[src/rtl/keypad_lock_ctrl_if.sv]
// Keypad-to-lock-controller bundle: one-cycle key pulses in, Moore lock/LED status out.
// Keypad side is master; the controller binds the slave modport.
interface keypad_lock_ctrl_if #(
  parameter int DIGIT_W  = 2,
  parameter int MAX_FAIL = 3
);
  localparam int FAIL_W = $clog2(MAX_FAIL + 1);

  logic               key_valid;
  logic [DIGIT_W-1:0] key_val;
  logic               key_star;
  logic               lock;
  logic               open;
  logic               led_red;
  logic               led_green;
  logic               alarm;
  logic [FAIL_W-1:0]  fail_cnt;

  modport master (
    output key_valid, key_val, key_star,
    input  lock, open, led_red, led_green, alarm, fail_cnt
  );

  modport slave (
    input  key_valid, key_val, key_star,
    output lock, open, led_red, led_green, alarm, fail_cnt
  );
endinterface

[src/rtl/keypad_lock_ctrl.sv]
// Door-lock FSM: enrol a CODE_LEN-digit code in OPEN, unlock with code+'*', timed lockout after MAX_FAIL misses.
// Moore outputs react one cycle after a key pulse; no backpressure. Optional AUTO_RELOCK_EN adds idle relock.
module keypad_lock_ctrl #(
  parameter int DIGIT_W     = 2,
  parameter int CODE_LEN    = 4,
  parameter int MAX_FAIL    = 3,
  parameter int LOCKOUT_CYC = 1000,
  parameter int RELOCK_CYC  = 5000
) (
  input logic                clk,
  input logic                n_rst,
  keypad_lock_ctrl_if.slave  kif
);

  localparam int ENTRY_W = CODE_LEN * DIGIT_W;
  localparam int CNT_W   = $clog2(CODE_LEN + 1);
  localparam int FAIL_W  = $clog2(MAX_FAIL + 1);
  localparam int TMR_W   = $clog2(LOCKOUT_CYC + 1);

  localparam logic [CNT_W-1:0]  CNT_FULL  = CNT_W'(CODE_LEN);
  localparam logic [CNT_W-1:0]  CNT_LAST  = CNT_W'(CODE_LEN - 1);
  localparam logic [FAIL_W-1:0] FAIL_MAX  = FAIL_W'(MAX_FAIL);
  localparam logic [FAIL_W-1:0] FAIL_LAST = FAIL_W'(MAX_FAIL - 1);
  localparam logic [TMR_W-1:0]  TMR_LOAD  = TMR_W'(LOCKOUT_CYC - 1);

  typedef enum logic [1:0] {
    ST_OPEN,
    ST_LOCKED,
    ST_LOCKOUT
  } state_t;

  state_t              state_q, state_d;
  logic [ENTRY_W-1:0]  code_q, code_d;
  logic [ENTRY_W-1:0]  entry_q, entry_d;
  logic [CNT_W-1:0]    cnt_q, cnt_d;
  logic [FAIL_W-1:0]   fail_q, fail_d;
  logic [TMR_W-1:0]    tmr_q, tmr_d;

  logic [ENTRY_W+DIGIT_W-1:0] entry_cat;
  logic [ENTRY_W-1:0]         entry_shift;

`ifdef AUTO_RELOCK_EN
  localparam int IDLE_W = $clog2(RELOCK_CYC + 1);
  localparam logic [IDLE_W-1:0] IDLE_LAST = IDLE_W'(RELOCK_CYC - 1);

  logic [IDLE_W-1:0] idle_q, idle_d;
  logic              code_valid_q, code_valid_d;
`endif

  // First key lands in the most significant digit; the oldest digit falls off the top.
  assign entry_cat   = {entry_q, kif.key_val};
  assign entry_shift = entry_cat[ENTRY_W-1:0];

  always_comb begin
    state_d = state_q;
    code_d  = code_q;
    entry_d = entry_q;
    cnt_d   = cnt_q;
    fail_d  = fail_q;
    tmr_d   = tmr_q;
`ifdef AUTO_RELOCK_EN
    idle_d       = '0;
    code_valid_d = code_valid_q;
`endif

    case (state_q)
      ST_OPEN: begin
        // '*' wins over a simultaneous digit, which is dropped.
        if (kif.key_star) begin
          entry_d = '0;
          cnt_d   = '0;
        end else if (kif.key_valid) begin
          if (cnt_q == CNT_LAST) begin
            code_d  = entry_shift;
            entry_d = '0;
            cnt_d   = '0;
            state_d = ST_LOCKED;
`ifdef AUTO_RELOCK_EN
            code_valid_d = 1'b1;
`endif
          end else begin
            entry_d = entry_shift;
            cnt_d   = cnt_q + CNT_W'(1);
          end
        end
`ifdef AUTO_RELOCK_EN
        // Relock only makes sense once a code exists, so idle time after reset is ignored.
        if (!kif.key_star && !kif.key_valid && code_valid_q) begin
          if (idle_q == IDLE_LAST) begin
            state_d = ST_LOCKED;
            entry_d = '0;
            cnt_d   = '0;
          end else begin
            idle_d = idle_q + IDLE_W'(1);
          end
        end
`endif
      end

      ST_LOCKED: begin
        if (kif.key_star) begin
          entry_d = '0;
          cnt_d   = '0;
          if (cnt_q == CNT_FULL && entry_q == code_q) begin
            state_d = ST_OPEN;
            fail_d  = '0;
          end else if (fail_q == FAIL_LAST) begin
            fail_d  = FAIL_MAX;
            state_d = ST_LOCKOUT;
            tmr_d   = TMR_LOAD;
          end else begin
            fail_d = fail_q + FAIL_W'(1);
          end
        end else if (kif.key_valid && cnt_q != CNT_FULL) begin
          entry_d = entry_shift;
          cnt_d   = cnt_q + CNT_W'(1);
        end
      end

      ST_LOCKOUT: begin
        if (tmr_q == '0) begin
          state_d = ST_LOCKED;
          fail_d  = '0;
        end else begin
          tmr_d = tmr_q - TMR_W'(1);
        end
      end

      default: state_d = ST_OPEN;
    endcase
  end

  always_ff @(posedge clk) begin
    if (!n_rst) begin
      state_q <= ST_OPEN;
      code_q  <= '0;
      entry_q <= '0;
      cnt_q   <= '0;
      fail_q  <= '0;
      tmr_q   <= '0;
`ifdef AUTO_RELOCK_EN
      idle_q       <= '0;
      code_valid_q <= 1'b0;
`endif
    end else begin
      state_q <= state_d;
      code_q  <= code_d;
      entry_q <= entry_d;
      cnt_q   <= cnt_d;
      fail_q  <= fail_d;
      tmr_q   <= tmr_d;
`ifdef AUTO_RELOCK_EN
      idle_q       <= idle_d;
      code_valid_q <= code_valid_d;
`endif
    end
  end

  assign kif.open      = (state_q == ST_OPEN);
  assign kif.lock      = (state_q != ST_OPEN);
  assign kif.led_red   = (state_q != ST_LOCKED);
  assign kif.led_green = (state_q == ST_LOCKED);
  assign kif.alarm     = (state_q == ST_LOCKOUT);
  assign kif.fail_cnt  = fail_q;

endmodule

[src/flat_wrapper.sv]
// flat-port wrapper written by rule: the top's interface ports become plain ports
module keypad_lock_ctrl_flat 
#(
  parameter int DIGIT_W     = 2,
  parameter int CODE_LEN    = 4,
  parameter int MAX_FAIL    = 3,
  parameter int LOCKOUT_CYC = 1000,
  parameter int RELOCK_CYC  = 5000
)
  (clk, n_rst, kif_key_valid, kif_key_val, kif_key_star, kif_lock, kif_open, kif_led_red, kif_led_green, kif_alarm, kif_fail_cnt);
  keypad_lock_ctrl_if #(.DIGIT_W(DIGIT_W), .MAX_FAIL(MAX_FAIL)) kif_i ();
  input logic clk;
  input logic n_rst;
  input wire logic [$bits(kif_i.key_valid)-1:0] kif_key_valid;
  input wire logic [$bits(kif_i.key_val)-1:0] kif_key_val;
  input wire logic [$bits(kif_i.key_star)-1:0] kif_key_star;
  output wire logic [$bits(kif_i.lock)-1:0] kif_lock;
  output wire logic [$bits(kif_i.open)-1:0] kif_open;
  output wire logic [$bits(kif_i.led_red)-1:0] kif_led_red;
  output wire logic [$bits(kif_i.led_green)-1:0] kif_led_green;
  output wire logic [$bits(kif_i.alarm)-1:0] kif_alarm;
  output wire logic [$bits(kif_i.fail_cnt)-1:0] kif_fail_cnt;
  assign kif_i.key_valid = kif_key_valid;
  assign kif_i.key_val = kif_key_val;
  assign kif_i.key_star = kif_key_star;
  assign kif_lock = kif_i.lock;
  assign kif_open = kif_i.open;
  assign kif_led_red = kif_i.led_red;
  assign kif_led_green = kif_i.led_green;
  assign kif_alarm = kif_i.alarm;
  assign kif_fail_cnt = kif_i.fail_cnt;
  keypad_lock_ctrl #(.DIGIT_W(DIGIT_W), .CODE_LEN(CODE_LEN), .MAX_FAIL(MAX_FAIL), .LOCKOUT_CYC(LOCKOUT_CYC), .RELOCK_CYC(RELOCK_CYC)) u_core (.clk(clk), .n_rst(n_rst), .kif(kif_i));
endmodule
[config.mk]
export PLATFORM = sky130hd
export DESIGN_NAME = keypad_lock_ctrl_flat
export DESIGN_NICKNAME = d
export VERILOG_FILES = /design/src/rtl/keypad_lock_ctrl_if.sv /design/src/rtl/keypad_lock_ctrl.sv /design/src/flat_wrapper.sv
export SDC_FILE = /design/constraint.sdc
export NUM_CORES = 1
export LEC_CHECK = 0
export CORE_AREA = 5 5 61 63
export DETAILED_ROUTE_END_ITERATION = 12
export DIE_AREA = 0 0 66 68
export PLACE_DENSITY_LB_ADDON = 0.3
export SLEW_MARGIN = 5
export SYNTH_ARGS = -nofsm -noshare
export SYNTH_HDL_FRONTEND = slang
export SYNTH_SLANG_ARGS = --single-unit
[constraint.sdc]
create_clock -name clk -period 2.2 [get_ports clk]
set_input_delay 0.55 -clock clk [delete_from_list [all_inputs] [get_ports clk]]
set_output_delay 0.55 -clock clk [all_outputs]
set_load 0.05 [all_outputs]
**Word level (Yosys, flattened, before mapping)**

Cells that the tools add are included.

- Logic and storage cells: 71
- Output and inout bits: 7
- Register bits: 33

- Bitwise logic cells: 1
- Multiplexer cells: 30
- Reduce and logical (&&, ||, !) cells: 12
- Add/sub/neg operators: 3
- Equality and inequality tests: 19

Operators with widths:

| kind | number |
|---|---|
| two-way mux 10 bit | 4 |
| two-way mux 8 bit | 5 |
| two-way mux 2 bit | 11 |
| one-hot mux 10 bit (2 select lines) | 1 |
| one-hot mux 8 bit (2 select lines) | 1 |
| two-way mux 3 bit | 5 |
| logical NOT 10 bit | 1 |
| != test 2 bit, second input constant | 5 |
| subtractor 10 x 1 -> 10 bit, second input constant | 1 |
| equality test 8 bit | 1 |
| != test 2 x 1 -> 1 bit, second input constant | 4 |
| != test 3 bit, second input constant | 2 |
| one-hot mux 2 bit (3 select lines) | 1 |
| one-hot mux 3 bit (2 select lines) | 1 |
| AND reduction 3 bit | 2 |
| AND reduction 6 bit | 1 |
| nonzero test 2 bit | 3 |
| AND reduction 5 bit | 1 |
| equality test 2 bit, second input constant | 2 |
| one-hot mux 2 bit (2 select lines) | 1 |
| AND reduction 4 bit | 1 |
| adder 3 x 1 -> 3 bit, second input constant | 1 |
| equality test 3 x 2 -> 1 bit, second input constant | 1 |
| equality test 3 bit, second input constant | 1 |
| other kinds (7) | 8 |

**Depth between registers and ports, before layout**

Gate-level depths: netlist of the first run.

- Depth in word-level cells: 5
- Depth in mapped cells: 8
- Gate-level depth less buffers: 7

**Least setup slack after synthesis of the first run**

Ideal clock, no wire load.

- Path kind: reg2reg
- Start point: register u_core.state_q[1]
- End point: register u_core.fail_q[1], in the netlist u_core.kif.fail_cnt[1]
- Library setup time: 0.076 ns
- Cell stages (with the launch flop): 6
- Buffers on the path: 0
- Path slack: 0.112 ns
- Arrival: 2.013 ns
- Required time: 2.124 ns
- Cells stage by stage: dfxtp_1 nand2b_1 inv_1 nand2_1 or3_2 a21boi_0

- Longest elaborated chain between the ends: 3
- Elaborated cells on any way between the ends: 7

RTL lines:

| item | RTL line | source |
|---|---|---|
| start, declared | keypad_lock_ctrl.sv:32 | `state_t state_q, state_d;` |
| start signal, assigned | keypad_lock_ctrl.sv:146 | `state_q <= state_d;` |
| equality test 2 x 1 -> 1 bit * | -- |  |
| via kif_led_green | flat_wrapper.sv:20 | `output wire logic [$bits(kif_i.led_green)-1:0] kif_led_green;` |
| != test 2 bit (no source line) / nonzero test 2 bit (equally long branches) | -- |  |
| AND reduction 3 bit (no source line) | -- |  |
| end signal, assigned | keypad_lock_ctrl.sv:150 | `fail_q <= fail_d;` |
| end, declared | keypad_lock_ctrl.sv:36 | `logic [FAIL_W-1:0] fail_q, fail_d;` |

The timed path passes the listed nets; every way through them passes the cells marked *.
A chain may end at the register's enable or synchronous reset.

**Worst setup path after layout of the first run**

- Start point: register u_core.fail_q[1], in the netlist u_core.kif.fail_cnt[1]
- End point: output kif_fail_cnt[1]

RTL lines:

| item | RTL line | source |
|---|---|---|
| end, declared | flat_wrapper.sv:22 | `output wire logic [$bits(kif_i.fail_cnt)-1:0] kif_fail_cnt;` |

No word-level cell between the ends.

==> results.py, run 1 <==
metrics = {
    "yosys": {
        "ys_types": 45,
        "syn_area_per_cell_um2": 8.78,
        "ys_seq_area_frac": 0.384,
        "syn_nets": 209,
        "synth_area_um2": 1720,
        "yosysWarnings": 0,
        "synth-main-ff-cell": "dfxtp_1",
        "synthArstFlopShare": 0,
        "synth_seq_cells": 33,
        "synth-edff-count": 0,
        "syn_inst": 196,
    },
    "final_layout": {
        "mostFrequentLayoutCell": "dfxtp_1",
        "final_layout_size_suffix_gt1_frac": 0.113,
        "nets": 225,
        "areaGrowthSynthToFinish_pct": 13.7,
        "insertedDiodeCount": 0,
        "final_cell_mix": "33 x dfxtp_1, 23 x nand2_1, 17 x nand3_1",
    },
    "power_and_ir_drop": {
        "p_comb_frac": 0.060,
        "power.internal_w": 0.000751,
        "power_w": 0.000993,
        "p_leak_nw": 0.766,
        "switchingPower_w": 0.000242,
        "p_per_area_nw_per_um2": 508,
        "switching_share": 0.244,
        "peakVddDrop_v": 0.000342,
        "p_clk_frac": 0.329,
        "power_frac_seq": 0.610,
    },
    "routing": {
        "drc_errors": 0,
        "vias": 1426,
        "drt-vias-per-instance": 5.51,
        "antenna_left": 0,
        "drt_iter0_markers": 47,
        "dr.pass1.iters": 4,
        "wl_per_cell_um": 14.2,
        "drt-total-wl_mm": 3.67,
    },
    "sta": {
        "rsz0062_at_grt": "false",
        "fin_skew_ns": 0.00547,
        "fmax_mhz": 478,
        "holdWs_ns": 0.493,
        "maxSlewHeadroom": 0.636,
        "drv_slew": 0,
        "setup_viol": 0,
        "worst_slew_pin_slew_ns": 0.541,
        "fin_tns_setup_ns": 0,
        "period_needed_ns": 2.09,
        "fin_crit_sh": 0.950,
        "hold_violations": 0,
    },
    "critical_path": {
        "r2r_start": "u_core.cnt_q[0]",
        "cp.depth": 1,
        "startpoint_type": "flip-flop",
        "crit_path_end_kind": "primary output",
        "slowest_stage": "clkdlybuf4s50_1",
        "critPathKind": "reg2out",
        "critPathRequiredTime_ns": 1.65,
        "critical_path_arrival_ns": 1.54,
        "cpLargestDelayFamily": "buffers and inverters",
        "critPathMaxFanout": 3,
        "crit_chain": "clkdlybuf4s50_1",
        "path_buf_inv": 1,
        "reg2regPathDepth": 7,
        "critPathLaunch": "u_core.kif.fail_cnt[1]",
        "max_stage_delay_ns": 0.82,
    },
    "floorplanning": {
        "start_util": 0.541,
        "core_area_um2": 3180,
        "num_rows": 21,
        "ios": 13,
        "die-area_um2": 4490,
        "die_w_um": 66,
        "chipHeight_um": 68,
    },
    "global_route": {
        "gr-total-overflow": 0,
        "grt_pass1_vias": 1404,
        "grt_max_degree": 36,
        "grt_pass1_wl_mm": 6.44,
        "grt_usage": 0.190,
        "antenna_found_initial": 0,
    },
    "cts": {
        "cts_buffers": 5,
        "ctsHoldBuffers": 0,
        "cts.sinks": 33,
        "cts_buffer_depth": 2,
        "cts_resized": 0,
        "postCtsSetupBuffers": 0,
        "cts_tree": "built",
        "cts_max_level": 2,
        "insertion_delay_ns": 0.34,
        "clkTransAtPathRegs_ns": 0.10,
        "root_buffer": "clkbuf_4",
    },
    "worst_hold_path": {
        "holdCritPathClass": "reg2reg",
        "worstHoldPathCells": 2,
        "hold_start": "u_core.entry_q[7]",
    },
    "job": {
        "max-cap-violations": 0,
    },
    "place": {
        "routabilityCongestion": 0.800,
        "port_buffers": 12,
        "dp_hpwl_mm": 2.62,
    },
    "status": {
        "status": "finished clean",
    },
}
[cell families after synthesis]
group / Yosys count / share of synthesized area
xor gates and xnor gates: 9 / 0.0458
adders and majority gates: 7 / 0.0509
AOI/OAI and AO/OA: 39 / 0.184
DFF: 33 / 0.384
and+or+nand+nor: 80 / 0.244
muxes: 8 / 0.0465
buffers and inverters: 20 / 0.0444
[cells in the mapped netlist, drive strengths merged, types with 4 or more instances]
master,instances,area (um^2)
ha,7,87.6
a21boi,13,97.6
xor2,5,43.8
clkbuf,6,22.5
a21oi,5,25.0
xnor2,4,35.0
nand2,23,86.3
nor2,12,47.6
o211a,5,50.1
dfxtp,33,661
mux2i,8,80.1
nor2b,9,56.3
inv,11,41.3
nand3,17,85.1
[worst paths after layout]
kind | end | slack [ns]
max | kif_fail_cnt[1] | 0.11
max reg2reg | u_core.tmr_q[7] | 0.24
min | u_core.entry_q[7] | 0.49
min reg2reg | u_core.entry_q[7] | 0.49
[metal layers]
| metal | vias to the layer above | GRT usage | part of all wire |
|---|---|---|---|
| met2 | 25 | 0.343 | 0.51 |
| met3 | 8 | 0.0591 | 0.041 |
| met1 | 676 | 0.211 | 0.42 |
| met5 | - | 0 | 0 |
| li1 | 717 | - | - |
| met4 | 0 | 0.0711 | 0.021 |
[area by class of cell]
class                      instances  area (um^2)
fill                             274         1220
multi-input combinational        143          983
sequential                        33          661
timing repair buffer              17          158
tap                               46         57.6
inverter                          12         45.0
clock buffer                       6         41.3
clock inverter                     2         10.0
[registers in the layout, summed over array words and instances, names as in the netlist]
register	flops
u_core.tmr_q	10
u_core.code_q	8
u_core.entry_q	8
u_core.cnt_q	3
u_core.kif.fail_cnt	2
u_core.state_q	2
[through the flow]
stage | utilization | std cells | area, um^2 | setup WS [ns]
2_1_floorplan | - | 196 | 1720 | 0.112
3_3_place_gp | 0.599 | 251 | 1900 | 0.233
3_5_place_dp | 0.599 | 251 | 1900 | 0.137
4_1_cts | 0.615 | 259 | 1960 | 0.0976
5_1_grt | 0.615 | 259 | 1960 | 0.0384
6_report | 0.615 | 259 | 1960 | 0.109
[power by group through the flow]
stage                     registers [W]  clock network, W  logic [W]
after floorplan                0.000619                 0  0.0000354
after global placement         0.000619                 0  0.0000572
after detailed placement       0.000620                 0  0.0000598
after CTS                      0.000606          0.000339  0.0000600
after global routing           0.000607          0.000370  0.0000655
final                          0.000606          0.000327  0.0000598
(Power assumes the default switching activity.)
==> inputs of run 2 (changes only) <==
--- a/config.mk
+++ b/config.mk
@@ -5,6 +5,7 @@
 export SDC_FILE = /design/constraint.sdc
 export NUM_CORES = 1
 export LEC_CHECK = 0
+export CAP_MARGIN = 20
 export CORE_AREA = 5 5 61 63
 export DETAILED_ROUTE_END_ITERATION = 12
 export DIE_AREA = 0 0 66 68
==> results of run 2 <==
The final DEF is identical to that of run 1; final timing and power are the same.
==> inputs of run 3 (changes only) <==
--- a/config.mk
+++ b/config.mk
@@ -6,9 +6,9 @@
 export NUM_CORES = 1
 export LEC_CHECK = 0
 export CAP_MARGIN = 20
-export CORE_AREA = 5 5 61 63
+export CORE_AREA = 5 5 60 62
 export DETAILED_ROUTE_END_ITERATION = 12
-export DIE_AREA = 0 0 66 68
+export DIE_AREA = 0 0 65 67
 export PLACE_DENSITY_LB_ADDON = 0.3
 export SLEW_MARGIN = 5
 export SYNTH_ARGS = -nofsm -noshare
==> constraint.sdc (replaced) <==
create_clock -name clk -period 2.51 [get_ports clk]
set_input_delay 0.6275 -clock clk [delete_from_list [all_inputs] [get_ports clk]]
set_output_delay 0.6275 -clock clk [all_outputs]
set_load 0.05 [all_outputs]
==> results.py, run 3 (same netlist as run 1, synthesis figures left out) <==
metrics = {
    "sta": {
        "worst_slew_pin_slew_ns": 0.499,
        "period_needed_ns": 2.37,
        "fmax_mhz": 421,
        "holdWs_ns": 0.487,
        "drv_slew": 0,
        "maxSlewHeadroom": 0.664,
        "setup_ws_ns": 0.137,
        "hold_violations": 0,
        "fin_skew_ns": 0.00512,
        "fin_crit_sh": 0.945,
        "rsz0062_at_grt": "false",
        "setup_viol": 0,
        "fin_tns_setup_ns": 0,
    },
    "status": {
        "status": "finished clean",
    },
    "floorplanning": {
        "die-area_um2": 4360,
        "num_rows": 20,
        "die_w_um": 65,
        "core_area_um2": 2980,
        "ios": 13,
        "start_util": 0.578,
        "chipHeight_um": 67,
    },
    "critical_path": {
        "max_stage_delay_ns": 0.82,
        "critPathKind": "reg2out",
        "crit_path_end_kind": "primary output",
        "path_buf_inv": 1,
        "crit_chain": "nand2b_1 > clkdlybuf4s50_1",
        "critical_path_arrival_ns": 1.75,
        "critPathMaxFanout": 5,
        "startpoint_type": "flip-flop",
        "critPathRequiredTime_ns": 1.88,
        "slowest_stage": "clkdlybuf4s50_1",
        "cpLargestDelayFamily": "buffers and inverters",
        "r2r_start": "u_core.cnt_q[0]",
        "critPathLaunch": "u_core.state_q[1]",
    },
    "routing": {
        "wl_per_cell_um": 13.9,
        "drt-total-wl_mm": 3.41,
        "antenna_left": 0,
        "drt_iter0_markers": 72,
        "drt-vias-per-instance": 5.68,
        "vias": 1392,
        "dr.pass1.iters": 4,
        "drc_errors": 0,
    },
    "cts": {
        "clkTransAtPathRegs_ns": 0.09,
        "root_buffer": "clkbuf_4",
        "ctsHoldBuffers": 0,
        "cts_max_level": 2,
        "cts_tree": "built",
        "insertion_delay_ns": 0.33,
        "cts.sinks": 33,
        "cts_buffers": 5,
        "cts_buffer_depth": 2,
    },
    "global_route": {
        "grt_pass1_vias": 1394,
        "grt_max_degree": 36,
        "antenna_found_initial": 0,
        "grt_usage": 0.180,
        "gr-total-overflow": 0,
        "grt_pass1_wl_mm": 6.06,
    },
    "place": {
        "placed_cells": 238,
        "dp_hpwl_mm": 2.48,
        "post-place-ws_ns": 0.399,
        "routabilityCongestion": 0.806,
        "port_buffers": 12,
    },
    "power_and_ir_drop": {
        "peakVddDrop_v": 0.000282,
        "p_per_area_nw_per_um2": 453,
        "power_w": 0.000881,
        "p_leak_nw": 0.777,
    },
    "final_layout": {
        "regMostFlops": "u_core.tmr_q",
        "final_cell_mix": "33 x dfxtp_1, 23 x nand2_1, 17 x nand3_1",
        "reg.largest.list": "u_core.tmr_q x10, u_core.code_q x8, u_core.entry_q x8",
        "final_layout_size_suffix_gt1_frac": 0.0896,
        "nets": 225,
        "mostFrequentLayoutCell": "dfxtp_1",
        "areaGrowthSynthToFinish_pct": 12.9,
        "largest_reg_flops": 10,
        "final_cells": 245,
        "insertedDiodeCount": 0,
    },
    "job": {
        "max-cap-violations": 0,
    },
    "worst_hold_path": {
        "hold_start": "u_core.entry_q[7]",
        "holdCritPathClass": "reg2reg",
    },
}
==> run 3: final timing paths <==
check | end | slack (ns) | cells past startpoint
max | kif_led_red | 0.14 | 2
max reg2reg | u_core.tmr_q[7] | 0.50 | 7
min | u_core.entry_q[7] | 0.49 | 2
min reg2reg | u_core.entry_q[7] | 0.49 | 2
==> run 3: repair_timing <==
item | CTS | global route
buffers inserted | 0 | 0
setup endpoints to repair | 0 | 1
resized for setup | 0 | 1
==> run 3: worst register-to-register path: stages, from the launching register on <==
cell and delay (ns):
dfxtp_1 0.33, inv_1 0.07, ha_1 0.18, nand2_1 0.07, or4_4 0.43, nor4_4 0.34
o22ai_4 0.20, o221a_1 0.28
==> run 3: routing by layer <==
| layer | track usage | routed length (um) | vias to the layer above |
|---|---|---|---|
| met1 | 0.187 | 1470 | 652 |
| met2 | 0.337 | 1740 | 17 |
| li1 | - | - | 715 |
| met4 | 0.0554 | 53 | 0 |
| met3 | 0.0607 | 151 | 8 |
| met5 | 0 | 0 | - |
==> run 3: power by group <==
group | internal, W | switching (W)
clock | 0.000132 | 0.000169
combinational | 0.0000223 | 0.0000269
sequential | 0.000527 | 0.00000383
==> run 3: layout make-up <==
type                       instances  area, um^2
clock buffer                       7        55.1
fill                             260        1030
inverter                          12        45.0
multi-input combinational        143         983
sequential                        33         661
tap                               33        41.3
timing repair buffer              17         158
==> run 3: per-stage QoR <==
stage | utilization | instance area (um^2)
2_1_floorplan | - | 1720
3_3_place_gp | 0.633 | 1890
3_5_place_dp | 0.633 | 1890
4_1_cts | 0.652 | 1940
5_1_grt | 0.653 | 1940
6_report | 0.653 | 1940
